## src/rtl/adsr_envelope_fsm.sv

```systemverilog
// ADSR envelope generator and VCA for one synth voice: a per-stage rate divider
// steps an LVL_W-bit level, and the output is the registered product in*env_level.
module adsr_envelope_fsm #(
  parameter int DATA_W = 16,
  parameter int LVL_W  = 8,
  parameter int RATE_W = 16
) (
  input  logic                     clk,
  input  logic                     reset,
  input  logic                     note_on,
  input  logic [DATA_W-1:0]        in,
  input  logic [RATE_W-1:0]        attack_rate,
  input  logic [RATE_W-1:0]        decay_rate,
  input  logic [RATE_W-1:0]        release_rate,
  input  logic [LVL_W-1:0]         sustain_level,
  output logic [DATA_W+LVL_W-1:0]  signal_out,
  output logic [LVL_W-1:0]         env_level,
  output logic [2:0]               state_out,
  output logic                     busy
);

  localparam logic [2:0] S_IDLE    = 3'd0;
  localparam logic [2:0] S_ATTACK  = 3'd1;
  localparam logic [2:0] S_DECAY   = 3'd2;
  localparam logic [2:0] S_SUSTAIN = 3'd3;
  localparam logic [2:0] S_RELEASE = 3'd4;

  localparam logic [LVL_W-1:0] LMAX    = '1;
  localparam logic [LVL_W-1:0] LMAX_M1 = LMAX - 1'b1;
  localparam logic [LVL_W-1:0] LVL_ONE = {{(LVL_W-1){1'b0}}, 1'b1};

  logic [2:0]               state_q, state_d;
  logic [LVL_W-1:0]         level_q, level_d;
  logic [RATE_W-1:0]        cnt_q, cnt_d;
  logic                     note_d_q;
  logic [DATA_W+LVL_W-1:0]  signal_q, signal_d;

  logic                     gate_rise;
  logic                     gate_fall;
  logic [RATE_W-1:0]        rate_sel;
  logic                     tick;

  assign gate_rise = note_on & ~note_d_q;
  assign gate_fall = ~note_on & note_d_q;

  // NOTE: every variable assigned in an always_comb gets a default first,
  // otherwise an unassigned path infers a latch.
  always_comb begin
    rate_sel = '0;
    case (state_q)
      S_ATTACK:  rate_sel = attack_rate;
      S_DECAY:   rate_sel = decay_rate;
      S_RELEASE: rate_sel = release_rate;
      default:   rate_sel = '0;
    endcase
  end

  // ">=" rather than "==" so a rate lowered below the running count still ticks.
  assign tick = (cnt_q >= rate_sel);

  always_comb begin
    state_d = state_q;
    level_d = level_q;
    if (gate_fall && (state_q != S_IDLE)) begin
      state_d = S_RELEASE;
    end else begin
      case (state_q)
        S_IDLE: begin
          if (gate_rise) state_d = S_ATTACK;
        end
        S_ATTACK: begin
          if (level_q == LMAX) begin
            state_d = S_DECAY;
          end else if (tick) begin
            level_d = level_q + 1'b1;
            if (level_q == LMAX_M1) state_d = S_DECAY;
          end
        end
        S_DECAY: begin
          if (level_q <= sustain_level) begin
            state_d = S_SUSTAIN;
            level_d = sustain_level;
          end else if (tick) begin
            level_d = level_q - 1'b1;
          end
        end
        S_SUSTAIN: begin
          level_d = sustain_level;
        end
        S_RELEASE: begin
          if (gate_rise) begin
            state_d = S_ATTACK;
          end else if (level_q == '0) begin
            state_d = S_IDLE;
          end else if (tick) begin
            level_d = level_q - 1'b1;
            if (level_q == LVL_ONE) state_d = S_IDLE;
          end
        end
        default: begin
          state_d = S_IDLE;
          level_d = '0;
        end
      endcase
    end
  end

  always_comb begin
    cnt_d = cnt_q + 1'b1;
    if ((state_d != state_q) || tick) cnt_d = '0;
  end

  assign signal_d = in * level_q;

  // NOTE: sequential state is updated with non-blocking assignments so every
  // register samples pre-edge values regardless of statement order.
  always_ff @(posedge clk) begin
    if (reset) begin
      state_q  <= S_IDLE;
      level_q  <= '0;
      cnt_q    <= '0;
      note_d_q <= 1'b0;
      signal_q <= '0;
    end else begin
      state_q  <= state_d;
      level_q  <= level_d;
      cnt_q    <= cnt_d;
      note_d_q <= note_on;
      signal_q <= signal_d;
    end
  end

  assign signal_out = signal_q;
  assign env_level  = level_q;
  assign state_out  = state_q;
  assign busy       = (state_q != S_IDLE);

endmodule

```

## config.mk

```make
export PLATFORM = sky130hd
export DESIGN_NAME = adsr_envelope_fsm
export DESIGN_NICKNAME = d
export VERILOG_FILES = /design/src/rtl/adsr_envelope_fsm.sv
export SDC_FILE = /design/constraint.sdc
export NUM_CORES = 1
export LEC_CHECK = 0
export ABC_CLOCK_PERIOD_IN_PS = 17200
export CAP_MARGIN = 20
export CORE_ASPECT_RATIO = 0.9
export CORE_UTILIZATION = 60
export DETAILED_ROUTE_END_ITERATION = 10
export PLACE_DENSITY_LB_ADDON = 0.3
export RECOVER_POWER = 25
export SLEW_MARGIN = 5
export SYNTH_ARGS = -nofsm -noshare
export SYNTH_HDL_FRONTEND = slang
export SYNTH_SLANG_ARGS = --single-unit
```

## constraint.sdc

```tcl
create_clock -name clk -period 17.2 [get_ports clk]
set_clock_uncertainty 0.05 [all_clocks]
set_input_delay 2.58 -clock clk [delete_from_list [all_inputs] [get_ports clk]]
set_output_delay 2.58 -clock clk [all_outputs]
set_load 0.02 [all_outputs]
```

==> Yosys cells after proc, flatten, opt, wreduce, memory -nomap -nowiden <==
Index checks and enable logic that the tools add are counted.
{ "classes": {"add_sub_neg": 3, "multipliers": 1, "order_cmp": 2, "eq_ne": 12, "n_mux": 19, "bitwise": 6, "reduce_logical": 7} }
{ "ops": {"columns": ["cell", "n"], "rows": [
  ["two-way mux 8 bit", 6],
  ["one-hot mux 16 bit (3 select lines)", 1],
  ["one-hot mux 8 bit (5 select lines)", 1],
  ["two-way mux 3 bit", 10],
  ["multiplier 16 x 8 -> 24 bit", 1],
  ["adder 16 x 1 -> 16 bit (second input constant)", 1],
  ["equality test 8 bit (second input constant)", 2],
  [">= comparator 16 bit", 1],
  ["one-hot mux 3 bit (5 select lines)", 1],
  ["adder 8 x 1 -> 8 bit (second input constant)", 1],
  ["equality test 8 x 1 -> 1 bit (second input constant)", 1],
  ["<= comparator 8 bit", 1],
  ["logical NOT 8 bit", 1],
  ["inequality test 2 bit (second input constant)", 4],
  ["subtractor 8 x 1 -> 8 bit (second input constant)", 1],
  ["equality test 3 x 2 -> 1 bit (second input constant)", 2],
  ["AND reduction 6 bit", 1],
  ["inverter 1 bit", 4],
  ["equality test 3 x 1 -> 1 bit (second input constant)", 1],
  ["equality test 3 bit (second input constant)", 1],
  ["logical NOT 3 bit", 1],
  ["inequality test 3 bit", 1],
  ["nonzero test 3 bit", 1],
  ["bitwise AND 1 bit", 2],
  ["3 further kinds", 3]
]} }
{ "word_totals": {"reg_bits": 52, "in_bits": 75, "output_inout_bits": 36, "wordCells": 55} }

==> Longest topological paths before layout <==
Gate-level depths: netlist of run 1.
{ "logic_depth": {"word_depth": 11, "ltp_mapped": 19, "ltp_nobuf": 18} }

==> Worst setup path after synthesis of run 1 <==
No wires, ideal clock.
{ "synth_timing": {"path_type": "in2reg", "start": "input in[2]", "end": "register signal_q[20] (netlist: signal_out[20])", "setup_time_ps": 116, "arrival_time_ps": 6838, "t_required_ps": 17034, "setup_slack_ps": 10196, "path_stages": 15, "path_buffers": 0, "path_cell_list": "nand2_1 fa_1 inv_1 fa_1 fa_1 fa_1 ha_1 a211oi_2 o211ai_2 and4_4 o41a_1 a21o_1 o311a_1 or3_1 and3_1"} }
{ "synth_via": {"elab_chain_cells": 1} }
{ "synth_rtl": {"columns": ["element", "line", "source"], "rows": [
  ["from (decl)", "11", "input logic [DATA_W-1:0] in,"],
  ["multiplier 16 x 8 -> 24 bit", "113", "assign signal_d = in * level_q;"],
  ["to (signal assigned)", "129", "signal_q <= signal_d;"],
  ["to (decl)", "36", "logic [DATA_W+LVL_W-1:0] signal_q, signal_d;"]
]} }
No other way between the ends.
A chain may end at the register's enable or synchronous reset.

==> Worst setup path in the final report of run 1 <==
{ "layout_timing": {"start": "input in[8]", "end": "register signal_q[21] (netlist: signal_out[21])"} }
The elaborated chain is that of the path after synthesis.

==> summary.md, run 1 <==
| Metric | Value |
|---|---|
| Final TNS setup | `0 ns` |
| Starting Density | `61.5%` |
| PortBufs | `110` |
| Yosys reg bits | `52` |
| Most frequently used flop master after synthesis | `dfxtp_1` |
| Largest area contributor in the netlist | `fa_1` |
| Pre-antenna DRT Iters | `5` |
| Yosys warns | `0` |
| Share of layout cells above drive strength 1 | `2.89%` |
| Core Region | `0.0114 mm^2` |
| Mapped Area | `0.00700 mm^2` |
| Clk sink count | `52` |
| P_leak | `0.00404 uW` |
| Hold Violations, Final | `0` |
| Cell variety after synth | `66` |
| CTS max path bufs | `2` |
| Post-DR wirelength/cell | `15.2 um` |
| Syn nets | `1076` |
| CP endpoint kind | `flop` |
| Max_cap viols | `1` |
| Site Rows | `37` |
| Max-slew violation count | `34` |
| # Post-CTS Setup Buffers | `0` |
| Vias in the first global route | `6102` |
| Total track usage | `29.4%` |
| Worst-path clk slew | `0.07 ns` |
| Yosys top cell area share | `24.0%` |
| Pwr dens | `39.0 mW/mm^2` |
| Total CTS buffers | `5` |
| Most common cell after layout, fill and taps aside | `inv_1` |
| First-pass GRT wire length | `28300 um` |
| Final non-filler cell total | `1089` |
| Routed WL | `16600 um` |
| ANT nets after route | `0` |
| Slew margin rel. | `-13.9%` |
| Clock Latency Late Sink | `0.30 ns` |
| Nets@finish | `1166` |
| Unrepaired setup endpoints after global routing | `false` |
| Async set or reset register ratio after synthesis | `0%` |
| Remaining Overflow, GRT | `0` |
| Antenna fix cells | `0` |
| Critical Path RT | `17.35 ns` |
| Seq/Total Area, Yosys | `14.9%` |
| Max IR drop VDD | `0.0405 mV` |
| CTS tree | `built` |
| Count of final setup violators | `0` |
| Least-Margin Pin Slew | `1.71 ns` |
| Initial antenna violation count | `0` |
| Die Ht | `104 um` |
| Placed Cells | `1080` |
| Drt drc | `0` |
| Synth top area cells | `fa_1 24%, dfxtp_1 15%, ha_1 13%, and2_1 5.9%, inv_1 5.9%` |
| Area Overhead vs Synth | `19.9%` |
| Worst Path Max Fanout | `8` |
| IO Count | `111` |
| Syn Area/Cell | `8.31 um^2` |
| Critical path type | `in -> reg` |
| Largest net degree at the start of global routing | `34` |
| H-tree levels | `2` |
| Post-CTS sizing | `0` |
| Post-Synthesis Cells | `843` |
| Vias/cell | `5.59` |
| Hold Crit Class | `reg -> reg` |
| Hpwl dp | `12800 um` |
| Post-cts hold buffer count | `0` |
| Status | `finished, violations left` |
| Most frequent cells in the layout | `110 x inv_1, 89 x nand2_1, 89 x clkdlybuf4s50_1` |
| Die W | `116 um` |
| EDFF count, synth | `0` |
| Pwr Total | `327 uW` |
| Final min period | `7.69 ns` |
| Die area | `0.0121 mm^2` |
| Achievable Freq | `130 MHz` |
| GP Congestion | `0.926` |
| Final Cycle Share | `44.7%` |
| Fill count | `913` |
| Initial DRC count | `399` |
| Vias | `6092` |
| Worst EP arrival | `7.84 ns` |
| Failing checks | `max-capacitance violations, max-slew violations` |
| Startpoint types | `input pin` |
| CTS root buf | `clkbuf_16` |
worst max-delay path: stages:
cell and delay [ns]:
clkdlybuf4s50_1 0.63, nand2_1 0.12, fa_1 0.54, inv_1 0.06, fa_1 0.51, fa_1 0.52
fa_1 0.49, ha_1 0.39, a21oi_1 0.18, o21ai_0 0.13, or2_2 0.31, o21bai_1 0.34
o21ai_1 0.19, a31oi_1 0.40, o21ai_0 0.17, mux2_2 0.28
synthesized netlist by cell type (15+ instances only):
library cell and n:
ha_1 74, a21oi_1 46, and2_1 66, nand2_1 89, inv_1 110, a22oi_1 18, xor2_1 20, nand3_1 15
nor2_1 75, dfxtp_1 52, fa_1 84, clkbuf_1 29, o21ai_0 27
kinds of logic after synthesis:
logic type      count (synthesis)  synth area share [%]
simple gates                  302                  21.1
xor+xnor                       33                  4.13
buf+inv                       144                  7.79
fa+ha+maj                     158                  37.2
flops                          52                  14.9
mux                             1                 0.161
compound gates                153                  14.7
sequential cells by signal, indices dropped and copies added, names as in the netlist:
register    cells
env_level       8
state_out       3
cnt_q          16
note_d_q        1
signal_out     24
metrics by stage:
step,instance area (um^2),util (%),hold slack (ns),worst slack [ns]
after global routing,8400,73.7,0.466,9.23
after global placement,8200,72.0,0.401,9.30
after CTS,8380,73.6,0.435,9.56
final,8400,73.7,0.433,9.51
after detailed placement,8200,72.0,0.420,9.26
after floorplan,7000,-,0.380,10.20
worst paths after layout:
kind / endpoint / slack (ns) / startpoint / cells after the start
max: signal_out[21] / 9.51 / in[8] / 16
min: cnt_q[0] / 0.43 / cnt_q[0] / 1
max reg2reg: signal_out[21] / 11.45 / env_level[6] / 15
min reg2reg: cnt_q[0] / 0.43 / cnt_q[0] / 1
report_power, final:
part | switching [uW] | total (uW) | leakage [uW] | internal [uW]
Combinational | 37.8 | 72.7 | 0.00353 | 34.9
Sequential | 3.65 | 126 | 0.000420 | 123
Clock | 45.8 | 128 | 0.0000899 | 82.6
metal layers:
| metal | vias up | GRT usage [%] | share of wire (%) |
|---|---|---|---|
| met1 | 2898 | 41.2 | 47 |
| met4 | 0 | 7.69 | 1.2 |
| met3 | 22 | 5.54 | 6.5 |
| met2 | 213 | 46.4 | 46 |
| li1 | 2959 | - | - |
| met5 | - | 0 | 0 |
layout make-up:
class / instances / area [um^2] / area share (%)
Multi-Input combinational cell: 647 / 5420 / 64.5
Timing Repair Buffer: 116 / 1140 / 13.6
Sequential cell: 52 / 1040 / 12.4
Inverter: 111 / 417 / 4.96
Tap cell: 156 / 195 / 2.32
Clock buffer: 5 / 125 / 1.49
Clock inverter: 2 / 60.1 / 0.715
No activity file was read; power rests on OpenSTA's default activity.
==> run 2: changes to the inputs <==
- ABC_CLOCK_PERIOD_IN_PS: 17200 -> 6900
- CORE_UTILIZATION: 60 -> 51
- clock period: 17.2 -> 6.9 ns (I/O delays scaled with it)
==> run 2 against run 1 <==
  * The run ends with design-rule violations, max-capacitance violations, max-slew violations left
  * Setup slack got worse by 8.8 ns
  * Worst hold slack got worse by 0.0057 ns
  * Sequential cell count did not move
==> summary.md, run 2 (synthesis gave the netlist of run 1 again) <==
| Metric | Value |
|---|---|
| Status | `finished, violations left` |
| Failing checks | `design-rule violations, max-capacitance violations, max-slew violations` |
| Share of layout cells above drive strength 1 | `3.31%` |
| Final TNS setup | `0 ns` |
| Max IR drop VDD | `0.0913 mV` |
| Core Region | `0.0134 mm^2` |
| ANT nets after route | `0` |
| Clock Latency Late Sink | `0.31 ns` |
| Hold Violations, Final | `0` |
| Remaining Overflow, GRT | `0` |
| Core Util, Final | `62.9%` |
| Number of flip-flops in the largest register | `24` |
| Worst Path Max Fanout | `8` |
| Max-slew violation count | `34` |
| Total track usage | `25.3%` |
| Max_cap viols | `1` |
| Pwr dens | `90.7 mW/mm^2` |
| R2R Path Start | `env_level[3]` |
| Area Overhead vs Synth | `20.0%` |
| IO Count | `111` |
| Nets@finish | `1169` |
| Pre-antenna DRT Iters | `8` |
| CP endpoint kind | `flop` |
| Least-Margin Pin Slew | `1.78 ns` |
| Count of final setup violators | `0` |
| Critical path type | `in -> reg` |
| # Post-CTS Setup Buffers | `0` |
| Initial DRC count | `400` |
| Site Rows | `40` |
| Final min period | `6.19 ns` |
| Post-CTS sizing | `0` |
| Post-DR wirelength/cell | `15.5 um` |
| Hold Crit Class | `reg -> reg` |
| Startpoint types | `input pin` |
| Hold depth | `1` |
| Final non-filler cell total | `1105` |
| CTS root buf | `clkbuf_16` |
| Critical Path RT | `7.04 ns` |
| Final Cycle Share | `89.6%` |
| P_leak | `0.00404 uW` |
| Post-cts hold buffer count | `0` |
| Drt drc | `2` |
| First-pass GRT wire length | `28800 um` |
| Unrepaired setup endpoints after global routing | `false` |
| PortBufs | `110` |
| Flop-to-flop setup slack | `1.21 ns` |
| Hold Crit Start | `cnt_q[0]` |
| GP Congestion | `0.889` |
| Die Ht | `113 um` |
| Antenna fix cells | `0` |
| H-tree levels | `2` |
| Starting Density | `52.4%` |
| Clk sink count | `52` |
| Worst-path clk slew | `0.07 ns` |
| Initial antenna violation count | `0` |
| Achievable Freq | `162 MHz` |
| Most common cell after layout, fill and taps aside | `inv_1` |
| CTS tree | `built` |
| Hpwl dp | `13500 um` |
| Routed WL | `17100 um` |
| Total CTS buffers | `5` |
| CTS max path bufs | `2` |
| Placed Cells | `1096` |
| Hold EP | `cnt_q[0]` |
| Reg2Reg Capture Point | `signal_out[20]` |
| Most frequent cells in the layout | `110 x inv_1, 89 x nand2_1, 89 x clkdlybuf4s50_1` |
| Die area | `0.0142 mm^2` |
| Worst EP arrival | `6.33 ns` |
| Die W | `126 um` |
| Slew margin rel. | `-19.0%` |
| Vias | `6033` |
| R2R depth | `15` |
| Vias in the first global route | `6038` |
| Largest net degree at the start of global routing | `34` |
| Vias/cell | `5.46` |
## run 2: cell count changes in the layout (fill, tap and decap cells not counted), sizes merged
cell	delta
buf	+3
bufinv	-2
clkinvlp	+2
clkbuf	+1
## run 2: final cells by class
cell class | instances | area, um^2
multi-input combinational | 647 | 5420
fill | 1142 | 4960
timing repair buffer | 119 | 1160
sequential | 52 | 1040
inverter | 111 | 417
tap | 168 | 210
clock buffer | 6 | 139
clock inverter | 2 | 15.0
## run 2: worst max path at each step
| stage | startpoint | to | cells after the start |
|---|---|---|---|
| 2_1_floorplan | env_level[7] | signal_out[20] | 17 |
| 3_3_place_gp | in[2] | signal_out[20] | 16 |
| 3_5_place_dp | in[2] | signal_out[20] | 16 |
| 4_1_cts | in[2] | signal_out[20] | 16 |
| 5_1_grt | in[7] | signal_out[21] | 16 |
| 6_report | in[2] | signal_out[20] | 16 |
## run 2: metrics by stage
step	power (uW)	cell area (um^2)	hold slack [ns]	setup slack (ns)
global placement	500	8240	0.398	0.518
floorplan	416	7000	0.380	1.34
finish	762	8400	0.427	0.714
detailed placement	503	8240	0.407	0.448
CTS	771	8400	0.423	0.761
global route	800	8400	0.480	0.457
## run 2: power by group
part / switching [uW] / total (uW) / internal [uW]
clock network: 121 / 266 / 145
registers: 8.78 / 315 / 306
logic: 94.7 / 182 / 86.9
## run 2: layer usage
metal,up-vias,routed length [um],global-route usage [%]
met4,0,189,6.34
met1,2863,8070,35.3
met5,-,0,0
met2,188,7820,40.7
met3,22,1060,4.49
li1,2960,-,-
## run 2: worst max-delay path, cell delays in order
cell,delay (ns)
clkdlybuf4s50_1,0.68
nand2_1,0.14
fa_1,0.57
inv_1,0.06
fa_1,0.50
fa_1,0.51
fa_1,0.49
ha_1,0.37
a211oi_2,0.21
o211ai_2,0.14
and4_4,0.22
o41a_1,0.39
a21o_1,0.24
o311a_1,0.30
or3_1,0.29
and3_1,0.18
==> run 3: changes to the inputs <==
- RECOVER_POWER: 25 -> not set
==> run 3 against run 2 <==
  * The run ends with design-rule violations left
  * Wire length about the same
  * Die area unchanged
  * Sequential cell count unchanged
  * Worst hold slack worse by 0.00066 ns
  * Register-to-register slack better by 0.02 ns
  * Critical path depth unchanged
  * Via count unchanged
  * Clock power about the same
  * Critical endpoint unchanged
  * Largest power group unchanged
  * Highest routed layer unchanged
==> summary.md, run 3 (synthesis gave the netlist of run 1 again) <==
| Metric | Value |
|---|---|
| IO Count | `111` |
| Slew margin rel. | `29.1%` |
| Vias | `6033` |
| Area Overhead vs Synth | `20.1%` |
| Largest net degree at the start of global routing | `34` |
| Critical Path RT | `7.05 ns` |
| ANT nets after route | `0` |
| GP Congestion | `0.889` |
| Most frequent cells in the layout | `110 x inv_1, 110 x clkdlybuf4s50_1, 89 x nand2_1` |
| Critical path type | `in -> reg` |
| R2R Path Start | `env_level[3]` |
| Hold EP | `cnt_q[0]` |
| Hold Crit Class | `reg -> reg` |
| Share of layout cells above drive strength 1 | `3.42%` |
| Pre-antenna DRT Iters | `8` |
| Clk sink count | `52` |
| CTS tree | `built` |
| Remaining Overflow, GRT | `0` |
| Post-CTS sizing | `0` |
| Design Area, Final | `0.00841 mm^2` |
| Final Cycle Share | `89.5%` |
| Initial antenna violation count | `0` |
| Worst Path Max Fanout | `8` |
| Max_cap viols | `0` |
| Die W | `126 um` |
| Area after detailed placement | `0.00824 mm^2` |
| Pwr dens | `90.8 mW/mm^2` |
| Site Rows | `40` |
| Placed Cells | `1096` |
| First-pass GRT wire length | `28800 um` |
| R2R depth | `15` |
| Total track usage | `25.3%` |
| Hold Violations, Final | `0` |
| CTS max path bufs | `2` |
| CP endpoint kind | `flop` |
| Unrepaired setup endpoints after global routing | `false` |
| Post-DR wirelength/cell | `15.5 um` |
| Reg2Reg Capture Point | `signal_out[20]` |
| Worst-path clk slew | `0.07 ns` |
| P_leak | `0.00397 uW` |
| # Post-CTS Setup Buffers | `0` |
| Final TNS setup | `0 ns` |
| Status | `finished, violations left` |
| Hpwl dp | `13500 um` |
| Least-Margin Pin Slew | `1.06 ns` |
| Fill count | `1142` |
| Core Region | `0.0134 mm^2` |
| Starting Density | `52.4%` |
| Achievable Freq | `162 MHz` |
| Total CTS buffers | `5` |
| Failing checks | `design-rule violations` |
| Routed WL | `17200 um` |
| Antenna fix cells | `0` |
| Vias in the first global route | `6038` |
| Max-slew violation count | `0` |
| Vias/cell | `5.46` |
| Count of final setup violators | `0` |
| CTS root buf | `clkbuf_16` |
| Die Ht | `113 um` |
| H-tree levels | `2` |
| Worst EP arrival | `6.32 ns` |
| PortBufs | `110` |
| Initial DRC count | `406` |
| Nets@finish | `1169` |
| Hold depth | `1` |
| Hold Crit Start | `cnt_q[0]` |
| Clock Latency Late Sink | `0.31 ns` |
| Drt drc | `2` |
| Die area | `0.0142 mm^2` |
| Final non-filler cell total | `1105` |
| Flop-to-flop setup slack | `1.23 ns` |
| Number of flip-flops in the largest register | `24` |
| Startpoint types | `input pin` |
| Max IR drop VDD | `0.0914 mV` |
| Final min period | `6.18 ns` |
| Post-cts hold buffer count | `0` |
[run 3: changes by cell type in the layout (fill, tap and decap cells not counted), sizes merged]
| cell | previous run | this run |
|---|---|---|
| clkdlybuf4s50 | 89 | 110 |
| dlygate4sd3 | 21 | 0 |
| clkbuf | 7 | 6 |
| buf | 8 | 9 |
[run 3: report_power, final]
part / internal, uW / leakage (uW) / switching [uW]
clock: 145 / 0.0000691 / 121
sequential: 306 / 0.000420 / 8.89
combinational: 88.1 / 0.00348 / 94.7
total: 538 / 0.00397 / 225
[run 3: area by class of cell]
class                           count  area (um^2)  share of cell area, %
Inverter                          111          417                   4.96
Sequential cell                    52         1040                   12.4
Tap cell                          168          210                   2.50
Multi-Input combinational cell    647         5420                   64.4
Clock inverter                      2         15.0                  0.179
Timing Repair Buffer              119         1170                   13.9
Clock buffer                        6          139                   1.65
[run 3: layer usage]
| layer | track usage, % | wire [um] | vias up |
|---|---|---|---|
| met4 | 6.34 | 189 | 0 |
| li1 | - | - | 2960 |
| met3 | 4.49 | 1060 | 22 |
| met1 | 35.3 | 8090 | 2862 |
| met2 | 40.7 | 7810 | 189 |
| met5 | 0 | 0 | - |
[run 3: how the worst max path moves through the flow]
stage / slack, ns / from / endpoint / cells after the start
3_5_place_dp: 0.45 / in[2] / signal_out[20] / 16
2_1_floorplan: 1.34 / env_level[7] / signal_out[20] / 17
6_report: 0.72 / in[2] / signal_out[20] / 16
5_1_grt: 0.46 / in[7] / signal_out[21] / 16
4_1_cts: 0.76 / in[2] / signal_out[20] / 16
3_3_place_gp: 0.52 / in[2] / signal_out[20] / 16
[run 3: stage by stage]
stage               hold slack [ns]  setup slack [ns]  util (%)  power [uW]
floorplan                     0.380              1.34         -         416
global route                  0.480             0.457      62.9         801
global placement              0.398             0.518      61.7         500
finish                        0.427             0.721      62.9         763
CTS                           0.423             0.761      62.8         771
detailed placement            0.407             0.448      61.7         503
[run 3: critical path, cell delays in order]
cell,delay [ns]
clkdlybuf4s50_1,0.68
nand2_1,0.14
fa_1,0.57
inv_1,0.06
fa_1,0.50
fa_1,0.51
fa_1,0.49
ha_1,0.37
a211oi_2,0.21
o211ai_2,0.14
and4_4,0.22
o41a_1,0.39
a21o_1,0.24
o311a_1,0.30
or3_1,0.29
and3_1,0.17
